`src/rtl/bist_scheduler.sv`:
```
// Batch sequencer for the bist engine: walks the selected tests in index order,
// drives the engine, and summarises outcomes as pass/fail masks plus a first-failure snapshot.
module bist_scheduler #(
    parameter int TIMEOUT = 300,
    parameter int SETTLE  = 3
) (
    input  logic        CLK,
    input  logic        RST,
    input  logic        START,
    input  logic        ABORT,
    input  logic [16:0] TEST_MASK,
    input  logic [7:0]  TEST_LEN,
    input  logic        STOP_ON_FAIL,
    input  logic [15:0] BIST_STATUS_REG,
    output logic        BIST_ENABLE,
    output logic [12:0] BIST_CONF_REG,
    output logic        BUSY,
    output logic        DONE,
    output logic [16:0] PASS_MASK,
    output logic [16:0] FAIL_MASK,
    output logic        TIMEOUT_FLAG,
    output logic [4:0]  FIRST_FAIL_NUM,
    output logic [15:0] FIRST_FAIL_STATUS,
    output logic [2:0]  state_dbg
);
    // Handshake: START is a level request honoured only while idle; BUSY covers the
    // batch; DONE pulses for one cycle at its end; ABORT ends any active batch next edge.

    localparam int CW = $clog2(TIMEOUT + 1);
    localparam logic [CW-1:0] SETTLE_C = CW'(SETTLE);
    localparam logic [CW-1:0] LAST_C   = CW'(TIMEOUT - 1);

    typedef enum logic [2:0] {
        S_IDLE, S_SELECT, S_CONFIG, S_RUN, S_GAP, S_FINISH
    } state_t;

    state_t        state, next_state;
    logic [16:0]   mask_q;
    logic [7:0]    len_q;
    logic          sof_q;
    logic [4:0]    cursor;
    logic          cursor_vld;
    logic [CW-1:0] cnt;
    logic [16:0]   above;
    logic [4:0]    sel;
    logic          found;
    logic          run_pass, run_fail, run_tmo;

    assign state_dbg = state;

    // cursor_vld low stands for "cursor at -1": every selected test is still ahead.
    always_comb begin
        above = cursor_vld ? (mask_q & ({17{1'b1}} << (cursor + 5'd1))) : mask_q;
        sel   = 5'd0;
        for (int i = 16; i >= 0; i--) begin
            if (above[i]) sel = 5'(i);
        end
    end

    assign found = |above;

    always_comb begin
        next_state = state;
        run_pass   = 1'b0;
        run_fail   = 1'b0;
        run_tmo    = 1'b0;
        case (state)
            S_IDLE:   if (START) next_state = (TEST_MASK == '0) ? S_FINISH : S_SELECT;
            S_SELECT: next_state = found ? S_CONFIG : S_FINISH;
            S_CONFIG: next_state = S_RUN;
            S_RUN: begin
                if (cnt >= SETTLE_C && BIST_STATUS_REG[3:0] == 4'hF)      run_pass = 1'b1;
                else if (cnt >= SETTLE_C && BIST_STATUS_REG[3:0] == 4'h5) run_fail = 1'b1;
                else if (cnt == LAST_C)                                   run_tmo  = 1'b1;
                if (run_pass || run_fail || run_tmo) next_state = S_GAP;
            end
            S_GAP:    next_state = (sof_q && FAIL_MASK != '0) ? S_FINISH : S_SELECT;
            S_FINISH: next_state = S_IDLE;
            default:  next_state = S_IDLE;
        endcase
        // Abort wins over any completion code seen in the same cycle.
        if (ABORT && state != S_IDLE && state != S_FINISH) begin
            next_state = S_FINISH;
            run_pass   = 1'b0;
            run_fail   = 1'b0;
            run_tmo    = 1'b0;
        end
    end

    always_ff @(posedge CLK) begin
        if (RST) begin
            state             <= S_IDLE;
            mask_q            <= '0;
            len_q             <= '0;
            sof_q             <= 1'b0;
            cursor            <= '0;
            cursor_vld        <= 1'b0;
            cnt               <= '0;
            BIST_ENABLE       <= 1'b0;
            BIST_CONF_REG     <= '0;
            BUSY              <= 1'b0;
            DONE              <= 1'b0;
            PASS_MASK         <= '0;
            FAIL_MASK         <= '0;
            TIMEOUT_FLAG      <= 1'b0;
            FIRST_FAIL_NUM    <= '0;
            FIRST_FAIL_STATUS <= '0;
        end else begin
            state       <= next_state;
            BUSY        <= (next_state != S_IDLE) && (next_state != S_FINISH);
            DONE        <= (next_state == S_FINISH);
            BIST_ENABLE <= (next_state == S_RUN);
            case (state)
                S_IDLE: begin
                    if (START) begin
                        mask_q            <= TEST_MASK;
                        len_q             <= TEST_LEN;
                        sof_q             <= STOP_ON_FAIL;
                        cursor_vld        <= 1'b0;
                        PASS_MASK         <= '0;
                        FAIL_MASK         <= '0;
                        TIMEOUT_FLAG      <= 1'b0;
                        FIRST_FAIL_NUM    <= '0;
                        FIRST_FAIL_STATUS <= '0;
                    end
                end
                S_SELECT: begin
                    if (next_state == S_CONFIG) begin
                        cursor        <= sel;
                        cursor_vld    <= 1'b1;
                        BIST_CONF_REG <= {sel == 5'd16, sel[3:0], len_q};
                        cnt           <= '0;
                    end
                end
                S_RUN: begin
                    cnt <= cnt + 1'b1;
                    if (run_pass) PASS_MASK[cursor] <= 1'b1;
                    if (run_tmo)  TIMEOUT_FLAG      <= 1'b1;
                    if (run_fail || run_tmo) begin
                        FAIL_MASK[cursor] <= 1'b1;
                        if (FAIL_MASK == '0) begin
                            FIRST_FAIL_NUM    <= cursor;
                            FIRST_FAIL_STATUS <= run_tmo ? 16'h000E : BIST_STATUS_REG;
                        end
                    end
                end
                default: ;
            endcase
        end
    end

endmodule
```
`config.mk`:
```
export PLATFORM = sky130hd
export DESIGN_NAME = bist_scheduler
export DESIGN_NICKNAME = d
export VERILOG_FILES = /design/src/rtl/bist_scheduler.sv
export SDC_FILE = /design/constraint.sdc
export NUM_CORES = 1
export LEC_CHECK = 0
export CORE_MARGIN = 2
export CORE_UTILIZATION = 47
export CTS_BUF_LIST = sky130_fd_sc_hd__clkbuf_8
export DETAILED_ROUTE_END_ITERATION = 10
export PLACE_DENSITY = 0.82
export SYNTH_ARGS = -nofsm -noshare
export SYNTH_HDL_FRONTEND = slang
export SYNTH_SLANG_ARGS = --single-unit
export TNS_END_PERCENT = 10
```
`constraint.sdc`:
```
create_clock -name CLK -period 3.3 [get_ports CLK]
set_clock_uncertainty 0.15 [all_clocks]
set_input_delay 0.33 -clock CLK [delete_from_list [all_inputs] [get_ports CLK]]
set_output_delay 0.33 -clock CLK [all_outputs]
set_load 0.05 [all_outputs]
```
=== Word level (Yosys, flattened, before mapping) ===
Index checks and enable logic that the tools add are counted.

* Flip-flop bits (word level): 116
* Output and inout port bits: 75
* Word-level logic and storage cells: 135

* Multiplexer cells: 63
* Order comparisons: 3
* Bitwise gates (word level): 3
* $add $sub $neg: 2
* Equality and inequality tests: 19
* Shift operators: 1
* Reductions and logical operators: 28

{| class="wikitable"
|+ Operators with widths
! kind !! number
|-
| $mux 5 || 20
|-
| $mux 17 || 4
|-
| $pmux 17 s2 || 2
|-
| $mux 16 || 4
|-
| $logic_not 17->1 || 2
|-
| $or 17x17->17 || 2
|-
| $pmux 16 s2 || 1
|-
| $mux 1 || 19
|-
| $mux 3 || 6
|-
| $pmux 9 s2 || 1
|-
| $and 17x17->17 || 1
|-
| $reduce_bool 17->1 || 1
|-
| $reduce_or 17->1 || 1
|-
| $shl 17x5->17 const A || 1
|-
| $pmux 3 s5 || 1
|-
| $eq 3x2->1 const B || 4
|-
| $ne 2x2->1 const B || 6
|-
| $reduce_and 3->1 || 4
|-
| $pmux 5 s2 || 1
|-
| $add 9x1->9 const B || 1
|-
| $eq 9x9->1 const B || 1
|-
| $ge 9x2->1 const B || 1
|-
| $mux 9 || 1
|-
| $logic_and 1x1->1 || 7
|-
| other kinds (17) || 27
|}

=== Longest topological paths before layout ===
* Word-level depth: 22
* Depth in mapped cells: 12
* Mapped depth without buffers: 10

=== Least setup slack after synthesis ===
No wires, ideal clock.

* Path kind: register to register
* Start: reg BIST_CONF_REG[8] (netlist name)
* End: reg BIST_CONF_REG[0]
* Data required time: 3.022 ns
* Clock period less this slack: 3.081 ns
* Arrival: 2.803 ns
* Library setup time: 0.128 ns
* Stages on the path, launching flop included: 13
* Slack: 0.219 ns
* Buffers on the path: 2
* Cell sequence: dfxtp_1 ha_1 inv_1 ha_1 or3b_1 mux2i_1 a311oi_1 o41ai_2 a31oi_1 buf_4 buf_4 mux2i_1 nor2_1

{| class="wikitable"
|+ RTL lines
! what !! RTL line !! source
|-
| to (signal assigned) || 131 || <nowiki>BIST_CONF_REG <= {sel == 5'd16, sel[3:0], len_q};</nowiki>
|-
| to (decl) || 16 || <nowiki>output logic [12:0] BIST_CONF_REG,</nowiki>
|}

==> impl_metrics.json <==
{
  "cts_tree": "built",
  "yosys_register_bits": 112,
  "crit_path_start_kind": "flip-flop",
  "nets": 784,
  "synth.most_common_cell": "dfxtp_1",
  "synthArstFlopShare_pct": 0,
  "hold_viol": 0,
  "synth_common_cells": "112 x dfxtp_1, 104 x nand2_1, 88 x a21oi_1",
  "grt_max_degree": 46,
  "status": "finished, final reports clean",
  "slew_viol_final": 0,
  "synth_top_area_cell": "dfxtp_1",
  "fp.coreArea_um2": 10400,
  "yosysSeqAreaShare_pct": 44.2,
  "drv_cap": 0,
  "worstPathArrival_ns": 3.20,
  "final.setup.tns_ns": 0,
  "top_layer": "met4",
  "synth_nets": 676,
  "grt_pass1_vias": 4566,
  "antenna_found_initial": 0,
  "dr.pass1.iters": 5,
  "avgSynthCellArea_um2": 8.16,
  "postCtsSetupBuffers": 0,
  "syn_inst": 622,
  "ir_drop_mv": 0.547,
  "grt_pass1_wl_um": 22000,
  "critPathMaxFanout": 20,
  "fmax_ghz": 0.329,
  "grtUsageTotal_pct": 23.6,
  "ys.flop_type": "dfxtp_1",
  "cts_buffers": 9,
  "p_per_area_nw_per_um2": 628,
  "worstSetupPathType": "flip-flop to flip-flop",
  "final_layout_size_suffix_gt1_share_pct": 7.07,
  "gr-total-overflow": 0,
  "synth_edf_count": 0,
  "clockBufferDepth": 2,
  "rsz0062_at_grt": "false",
  "ctsResizeCount": 0,
  "routed-via-count": 4887,
  "viasPerCell": 5.61,
  "h-tree-depth": 3,
  "initial_core_util_pct": 48.7,
  "min_period_ns": 3.04,
  "place.detailed.hpwl_um": 10100,
  "drtAntennaViolNets": 0,
  "antenna_cells": 0,
  "gp_congestion": 0.858,
  "holdCritPathClass": "flip-flop to flip-flop",
  "worst_pin_slew_ns": 0.788,
  "yosysWarnings": 0,
  "drc": 0,
  "critPathCaptureType": "flip-flop",
  "die_x_um": 108,
  "ys_types": 67,
  "post-route-period-util_pct": 92.0,
  "wl_met2_um": 6880,
  "routedWlPerCell_um": 15.8,
  "synth.area.top_cells": "dfxtp_1 44%, a21oi_1 8.7%, nand2_1 7.7%, nor2_1 5.1%, mux2i_1 2.2%",
  "wl_met3_um": 761,
  "num_io_pins": 121,
  "slew_headroom_pct": 47.5,
  "cp.required_ns": 3.47,
  "syn_area_um2": 5070,
  "drt_iter0_markers": 270,
  "fp.dieArea_um2": 11600,
  "place_inst": 855,
  "cts.clk_slew.worst_paths_ns": 0.12,
  "area_growth_pct": 30.0,
  "ctsHoldBuffers": 0,
  "fp.dieH_um": 108,
  "p_leak_nw": 2.33,
  "clk_latency_ns": 0.39,
  "final_cells": 871,
  "setup_violations": 0,
  "yosysTopAreaCellShare_pct": 44.2,
  "wl_met1_um": 5870,
  "clock_tree.root_cell": "clkbuf_8",
  "io_buffers": 120,
  "cts.sinks": 112,
  "std_cell_rows": 37,
  "wirelength_um": 13800
}
kinds of logic (layout without fill, tap and decap cells):
kind of cell             after synthesis  count (layout)  synth area share [%]
AO/OA/AOI/OAI                        157             157                  20.0
buffers and inverters                 53             166                  5.01
adder cells (fa/ha/maj)                8               8                  1.97
flip-flops                           112             112                  44.2
XOR/XNOR                               4               4                 0.839
AND/OR/NAND/NOR                      277             277                  25.8
multiplexers                          11              11                  2.17
layer usage:
layer  global-route usage [%]  vias to the layer above
met1                     30.1                     2334
met5                        0                        -
met3                     4.78                       19
met4                     7.05                        0
li1                         -                     2390
met2                     40.2                      144
cell type report:
class / count / area (µm²)
tap: 136 / 170
multi-input combinational: 457 / 2600
timing repair buffer: 138 / 1330
clock buffer: 9 / 124
fill: 883 / 3820
clock inverter: 7 / 81.3
inverter: 12 / 45.0
sequential: 112 / 2240
layout by cell type (no fill, tap or decap), drive strengths merged, types with 2 or more instances in the layout:
cell           instances
a211o                  2
a211oi                 2
a21boi                 3
a21o                   2
a21oi                 88
a22oi                  3
a311oi                 5
a31oi                 10
a32oi                  3
a41o                   2
and2                  10
and3                   6
buf                   19
clkbuf                 9
clkdlybuf4s50        119
clkinv                 3
dfxtp                112
ha                     8
inv                   16
mux2i                 11
nand2                104
nand2b                12
nand3                 21
nand3b                11
nand4                  4
nor2                  69
nor2b                  3
nor3                   9
nor3b                  3
nor4                  10
o211ai                 2
o21a                   4
o21ai                 12
o31ai                  4
or2                    2
or3                    4
or3b                   2
or4                    3
xnor2                  2
xor2                   2
path summary, 6_finish.rpt:
| check | cells after the start | slack [ns] | end | start |
|---|---|---|---|---|
| max | 11 | 0.26 | cnt[1]$_SDFFE_PP0P_ | BIST_CONF_REG[8]$_SDFFE_PP0P_ |
| min | 2 | 0.31 | FIRST_FAIL_STATUS[0]$_SDFFE_PP0P_ | FIRST_FAIL_STATUS[0]$_SDFFE_PP0P_ |
| max reg2reg | 11 | 0.26 | cnt[1]$_SDFFE_PP0P_ | BIST_CONF_REG[8]$_SDFFE_PP0P_ |
| min reg2reg | 2 | 0.31 | FIRST_FAIL_STATUS[0]$_SDFFE_PP0P_ | FIRST_FAIL_STATUS[0]$_SDFFE_PP0P_ |
where the power goes:
group          switching, mW  internal (mW)
sequential             0.163           1.50
combinational           1.04          0.597
clock                  0.539          0.308
total                   1.74           2.40
state kept, by name, summed over array words and instances, names as in the netlist, 3 cells and up:
register           count
FIRST_FAIL_STATUS     16
len_q                  8
state_dbg              3
cnt                    9
FIRST_FAIL_NUM         5
mask_q                17
FAIL_MASK             17
PASS_MASK             17
BIST_CONF_REG         13
worst max-delay path, cell delays in order, from the launching register on:
cell and delay, ns:
dfxtp_1 0.36, ha_1 0.16, inv_1 0.04, ha_1 0.34
nand3b_1 0.23, a22o_1 0.27, a21o_1 0.19, o41ai_4 0.46
a31oi_2 0.16, buf_4 0.25, nand3b_1 0.19, a21oi_1 0.15
metrics by stage:
stage	area (µm²)	hold WS [ns]	total power [mW]	util, %	worst slack, ns
after floorplan	5070	0.259	2.80	-	0.219
after global placement	6380	0.289	3.25	61.2	0.277
after detailed placement	6380	0.295	3.29	61.2	0.177
after CTS	6580	0.312	4.13	63.2	0.131
after global routing	6600	0.333	4.37	63.3	0.0745
final	6600	0.311	4.14	63.3	0.263
(Power assumes the default switching activity.)
==> edit 1, RTL diff (same flow settings) <==
Set the parameter `TIMEOUT` to 75 (it was 300).
--- a/src/rtl/bist_scheduler.sv
+++ b/src/rtl/bist_scheduler.sv
@@ -1,7 +1,7 @@
 // Batch sequencer for the bist engine: walks the selected tests in index order,
 // drives the engine, and summarises outcomes as pass/fail masks plus a first-failure snapshot.
 module bist_scheduler #(
-    parameter int TIMEOUT = 300,
+    parameter int TIMEOUT = 75,
     parameter int SETTLE  = 3
 ) (
     input  logic        CLK,
Check against the original RTL: no difference found for any inputs over 10 cycles, from zero or initial values and one cycle with RST high; that may be too few to reach the edited logic, so the function may still have changed.
==> edit 1 against the unedited design <==
Critical path depth shrank 4; worst setup slack got worse by 0.080 ns; die area shrank 2.3%; global-route usage is 0.31 points higher; final cell count is 3.1% lower; routed wire length down 0.63%; sequential cell count decreased by 2; area after synthesis down 2.4%; final area is 2.4% lower; non-clock buffer count is 4 lower.
Power is not compared: it rests on default switching activity, and its combinational part moved more than twofold at a synthesized area within 25%.
==> edit 1: results (changes against the unedited design) <==
metric	value	unit	change
ff2ff_path_depth	7		was 11
slew_headroom	52.3	%	was 47.5%
grt_pass1_vias	4608		was 4566
drt_iter0_drc	273		was 270
critPathTopFamily	compound AO/OA/AOI/OAI gates		unchanged
place_ws	0.199	ns	was 0.177 ns
status	finished, final reports clean		unchanged
critPathMaxFanout	11		was 20
vias	4786		was 4887
avgSynthCellArea	8.31	sq um	was 8.16 sq um
met3_length	734	um	was 761 um
synthArstFlopShare	0	%	unchanged
holdCritPathClass	reg2reg		unchanged
drive_above_1_share	7.34	%	was 7.07%
whs_path_depth	2		unchanged
clk_pin_slew	0.11	ns	
synthDistinctLibCells	67		unchanged
gp_congestion	0.932		was 0.858
nets	757		was 784
diodes	0		unchanged
crit_arrival	3.24	ns	was 3.20 ns
worst_path_max_delay_cell	dfxtp_1		was o41ai_4
met2_length	6.79	mm	was 6.88 mm
synth_seq_area_share	44.5	%	was 44.2%
synth_fp_nets	650		was 676
m1WireLength	5.69	mm	was 5.87 mm
grt_antenna_before_repair	0		unchanged
grt_pass1_wl	22.0	mm	about the same
wirelength	13.7	mm	was 13.8 mm
synth.top_cells.by_count	dfxtp_1 (110), nand2_1 (98), a21oi_1 (90)		was dfxtp_1 (112), nand2_1 (104), a21oi_1 (88)
synth_area_leaders	dfxtp_1 (44%), a21oi_1 (9.1%), nand2_1 (7.4%), nor2_1 (4.7%), a22o_1 (2.1%)		was dfxtp_1 (44%), a21oi_1 (8.7%), nand2_1 (7.7%), nor2_1 (5.1%), mux2i_1 (2.2%)
synth-warning-count	0		unchanged
dp_hpwl	10.1	mm	about the same
max_stage_delay	0.57	ns	was 0.46 ns
grtUsageTotal	23.9	%	was 23.6%
grt_max_degree	39		was 46
## edit 1: cell count changes in the layout (fill, tap and decap cells not counted), sizes merged, moves of 5 or more
cell,change
a22o,+11
a31oi,-8
and2,-6
and3,-5
buf,-5
nand2,-6
nand2b,-5
nand3,-13
nand3b,-11
nor2,-5
nor2b,+6
o211ai,+8
o21ai,+7
## edit 1: worst paths after layout
kind	slack (ns)	to	startpoint
worst max register to register	0.18	cnt[1]	BIST_CONF_REG[10]
worst max-delay path	0.18	cnt[1]	BIST_CONF_REG[10]
worst min register to register	0.31	BIST_CONF_REG[12]	BIST_CONF_REG[12]
worst min-delay path	0.31	BIST_CONF_REG[12]	BIST_CONF_REG[12]
## edit 1: through the flow
stage          util (%)  cells  hold WS [ns]  area, sq um
2_1_floorplan         -    596         0.283         4950
3_3_place_gp       60.8    828         0.285         6250
3_5_place_dp       60.8    828         0.290         6250
4_1_cts            62.6    844         0.307         6430
5_1_grt            62.7    844         0.339         6440
6_report           62.7    844         0.305         6440
## edit 1: cell families (layout without fill, tap and decap cells)
family          Yosys count  in the layout  synth area share, %
simple gates            229            229                 21.4
xor+xnor                  5              5                0.884
mux                      10             10                 2.05
buf+inv                  52            164                 4.70
flops                   110            110                 44.5
compound gates          182            182                 24.5
fa+ha+maj                 8              8                 2.02
## edit 1: worst register-to-register path, stage by stage (launching register included)
cell and delay, ns:
dfxtp_1 0.57, nand3_1 0.19, o22a_2 0.31, o311ai_2 0.42, a41oi_2 0.27, nor4_4 0.48, nor2_2 0.25, a2111oi_2 0.37
## edit 1: layout make-up
class | count | area (sq um)
Clock buffer | 9 | 124
Multi-Input combinational cell | 434 | 2530
Clock inverter | 7 | 58.8
Inverter | 14 | 52.6
Timing Repair Buffer | 134 | 1310
Fill cell | 907 | 3840
Tap cell | 136 | 170
Sequential cell | 110 | 2200
## edit 1: power by group through the flow
stage	logic [mW]	clock network (mW)	registers, mW
after floorplan	0.378	0	1.52
after global placement	0.636	0	1.47
after detailed placement	0.650	0	1.47
after CTS	0.654	0.786	1.44
after global routing	0.709	0.842	1.45
final	0.658	0.773	1.44
## edit 1: what timing repair did
item	CTS	global route
hold buffers	0	0
setup endpoints to repair	0	14
endpoints found under the hold margin	0	0
gates resized for setup	0	5
buffers inserted	0	0
## edit 1: routing by layer
metal,vias to the layer above,global-route usage (%)
met5,-,0
met4,0,10.9
met3,36,4.01
met2,167,40.4
met1,2264,29.8
li1,2319,-
==> edit 2, RTL diff (config.mk and constraints unchanged) <==
Without the edit above. Register the output `PASS_MASK` once more, without a reset; this adds one clock of latency there. The other outputs are not delayed to match.
--- a/src/rtl/bist_scheduler.sv
+++ b/src/rtl/bist_scheduler.sv
@@ -33,6 +33,8 @@
     typedef enum logic [2:0] {
         S_IDLE, S_SELECT, S_CONFIG, S_RUN, S_GAP, S_FINISH
     } state_t;
+
+    logic [16:0] PASS_MASK_s0;
 
     state_t        state, next_state;
     logic [16:0]   mask_q;
@@ -100,7 +102,7 @@
             BIST_CONF_REG     <= '0;
             BUSY              <= 1'b0;
             DONE              <= 1'b0;
-            PASS_MASK         <= '0;
+            PASS_MASK_s0      <= '0;
             FAIL_MASK         <= '0;
             TIMEOUT_FLAG      <= 1'b0;
             FIRST_FAIL_NUM    <= '0;
@@ -117,7 +119,7 @@
                         len_q             <= TEST_LEN;
                         sof_q             <= STOP_ON_FAIL;
                         cursor_vld        <= 1'b0;
-                        PASS_MASK         <= '0;
+                        PASS_MASK_s0      <= '0;
                         FAIL_MASK         <= '0;
                         TIMEOUT_FLAG      <= 1'b0;
                         FIRST_FAIL_NUM    <= '0;
@@ -134,7 +136,7 @@
                 end
                 S_RUN: begin
                     cnt <= cnt + 1'b1;
-                    if (run_pass) PASS_MASK[cursor] <= 1'b1;
+                    if (run_pass) PASS_MASK_s0[cursor] <= 1'b1;
                     if (run_tmo)  TIMEOUT_FLAG      <= 1'b1;
                     if (run_fail || run_tmo) begin
                         FAIL_MASK[cursor] <= 1'b1;
@@ -149,4 +151,8 @@
         end
     end
 
+    always_ff @(posedge CLK) begin
+        PASS_MASK <= PASS_MASK_s0;
+    end
+
 endmodule
Function: changed (a bounded check fails within 10 cycles, from zero or initial values and one cycle with RST high).
==> edit 2 against the unedited design <==
Count of clock-buffer cells in the layout rose by 9; first-iteration DRC count grew 50%; final area up 8.8%; final cell count is 5.3% higher; routed wire length is 7.6% higher; sequential cell count is 17 higher; critical path type unchanged; power up 4.0%; worst setup slack worse by 0.047 ns; area after synthesis grew 7.3%.
==> edit 2: results (changes against the unedited design) <==
metric	value	unit	change
status	finished, final reports clean		unchanged
gp_congestion	0.935		was 0.858
grt_max_degree	41		was 46
grt_pass1_vias	4844		was 4566
portBuffers	120		unchanged
post_cts_buffers	0		unchanged
synthArstFlopShare	0	%	unchanged
cts_root_buf	clkbuf_8		unchanged
synth_fp_nets	705		was 676
placed_area	6720	sq um	was 6380 sq um
nets	815		was 784
dp_hpwl	10.7	mm	was 10.1 mm
drt_iter0_drc	405		was 270
grt_pass1_wl	23.9	mm	was 22.0 mm
place_ws	0.237	ns	was 0.177 ns
power_frac_comb	23.6	%	was 39.5%
grtUsageTotal	23.6	%	about the same
synth_seq_area_share	47.5	%	was 44.2%
switchingPower	1.38	mW	was 1.74 mW
synth.top_cells.by_count	dfxtp_1 (129), a21oi_1 (91), nand2_1 (77)		was dfxtp_1 (112), nand2_1 (104), a21oi_1 (88)
tightestPinTransition	0.723	ns	was 0.788 ns
sw_frac_of_total	31.9	%	was 42.0%
vias	5201		was 4887
rr_endpoint	BIST_CONF_REG[11]		was cnt[1]
drive_above_1_share	7.75	%	was 7.07%
fill_cells	978		was 883
wirelength	14.8	mm	was 13.8 mm
ff2ff_path_depth	10		was 11
placed_cells	885		was 855
synthDistinctLibCells	58		was 67
first_pass_iters	5		unchanged
clk_latency	0.44	ns	was 0.39 ns
min_from	PASS_MASK_s0[13]		was FIRST_FAIL_STATUS[0]
stdcell_count	917		was 871
irDropWorstVdd	0.341	mV	was 0.547 mV
whs_path_depth	0		was 2
p_clk_share	35.7	%	was 20.4%
cts.htree.levels	4		was 3
hold_end	PASS_MASK[13]		was FIRST_FAIL_STATUS[0]
avgSynthCellArea	8.36	sq um	was 8.16 sq um
ctsResizeCount	0		unchanged
power_leakage	2.58	nW	was 2.33 nW
hold_slack	0.202	ns	was 0.311 ns
clk_pin_slew	0.07	ns	was 0.12 ns
numCtsBuffers	17		was 9
critPathMaxFanout	17		was 20
synth_area_leaders	dfxtp_1 (47%), a21oi_1 (8.4%), nand2_1 (5.3%), nor2_1 (4.5%), o21ai_0 (3.3%)		was dfxtp_1 (44%), a21oi_1 (8.7%), nand2_1 (7.7%), nor2_1 (5.1%), mux2i_1 (2.2%)
crit_arrival	3.30	ns	was 3.20 ns
max_stage_delay	0.52	ns	was 0.46 ns
holdCritPathClass	reg2reg		unchanged
worst_path_max_delay_cell	or4_1		was o41ai_4
ff2ff_setup_slack	0.22	ns	was 0.26 ns
r2r_start	BIST_CONF_REG[9]		was BIST_CONF_REG[8]
-- edit 2: worst max path at each step --
stage                                 from                end  slack [ns]
after floorplan           BIST_CONF_REG[9]  BIST_CONF_REG[11]        0.42
after global placement    BIST_CONF_REG[9]  BIST_CONF_REG[11]        0.36
after detailed placement  BIST_CONF_REG[9]  BIST_CONF_REG[11]        0.24
after CTS                 BIST_CONF_REG[9]  BIST_CONF_REG[11]        0.22
after global routing      BIST_CONF_REG[9]  BIST_CONF_REG[11]      0.0007
final                     BIST_CONF_REG[9]  BIST_CONF_REG[11]        0.22
-- edit 2: metal layers --
| layer | global-route usage [%] | up-vias | wire length [um] |
|---|---|---|---|
| met4 | 7.74 | 0 | 257 |
| met2 | 39.1 | 225 | 7110 |
| met1 | 30.4 | 2435 | 6520 |
| met5 | 0 | - | 0 |
| li1 | - | 2515 | - |
| met3 | 5.61 | 26 | 912 |
-- edit 2: kinds of logic (layout without fill, tap and decap cells) --
logic type,after synthesis,after routing,synth area share (%)
buf+inv,52,175,4.16
mux,6,6,1.26
xor+xnor,4,4,0.782
compound gates,197,197,21.8
fa+ha+maj,8,8,1.84
flops,129,129,47.5
simple gates,255,255,22.7
-- edit 2: layout make-up --
class / instances / area (sq um) / area share, %
Sequential cell: 129 / 2580 / 36.0
Inverter: 12 / 45.0 / 0.627
Timing Repair Buffer: 131 / 1280 / 17.8
Multi-Input combinational cell: 470 / 2630 / 36.7
Clock buffer: 18 / 248 / 3.45
Clock inverter: 14 / 214 / 2.98
Tap cell: 143 / 179 / 2.49
-- edit 2: worst max-delay path: cells and delay by family, from the launching register on --
kind                     cells  cell delay (ns)
adder cells (fa/ha/maj)      2             0.57
AO/OA/AOI/OAI                4             0.93
AND/OR/NAND/NOR              2             0.76
buffers and inverters        2             0.15
flip-flops                   1             0.46
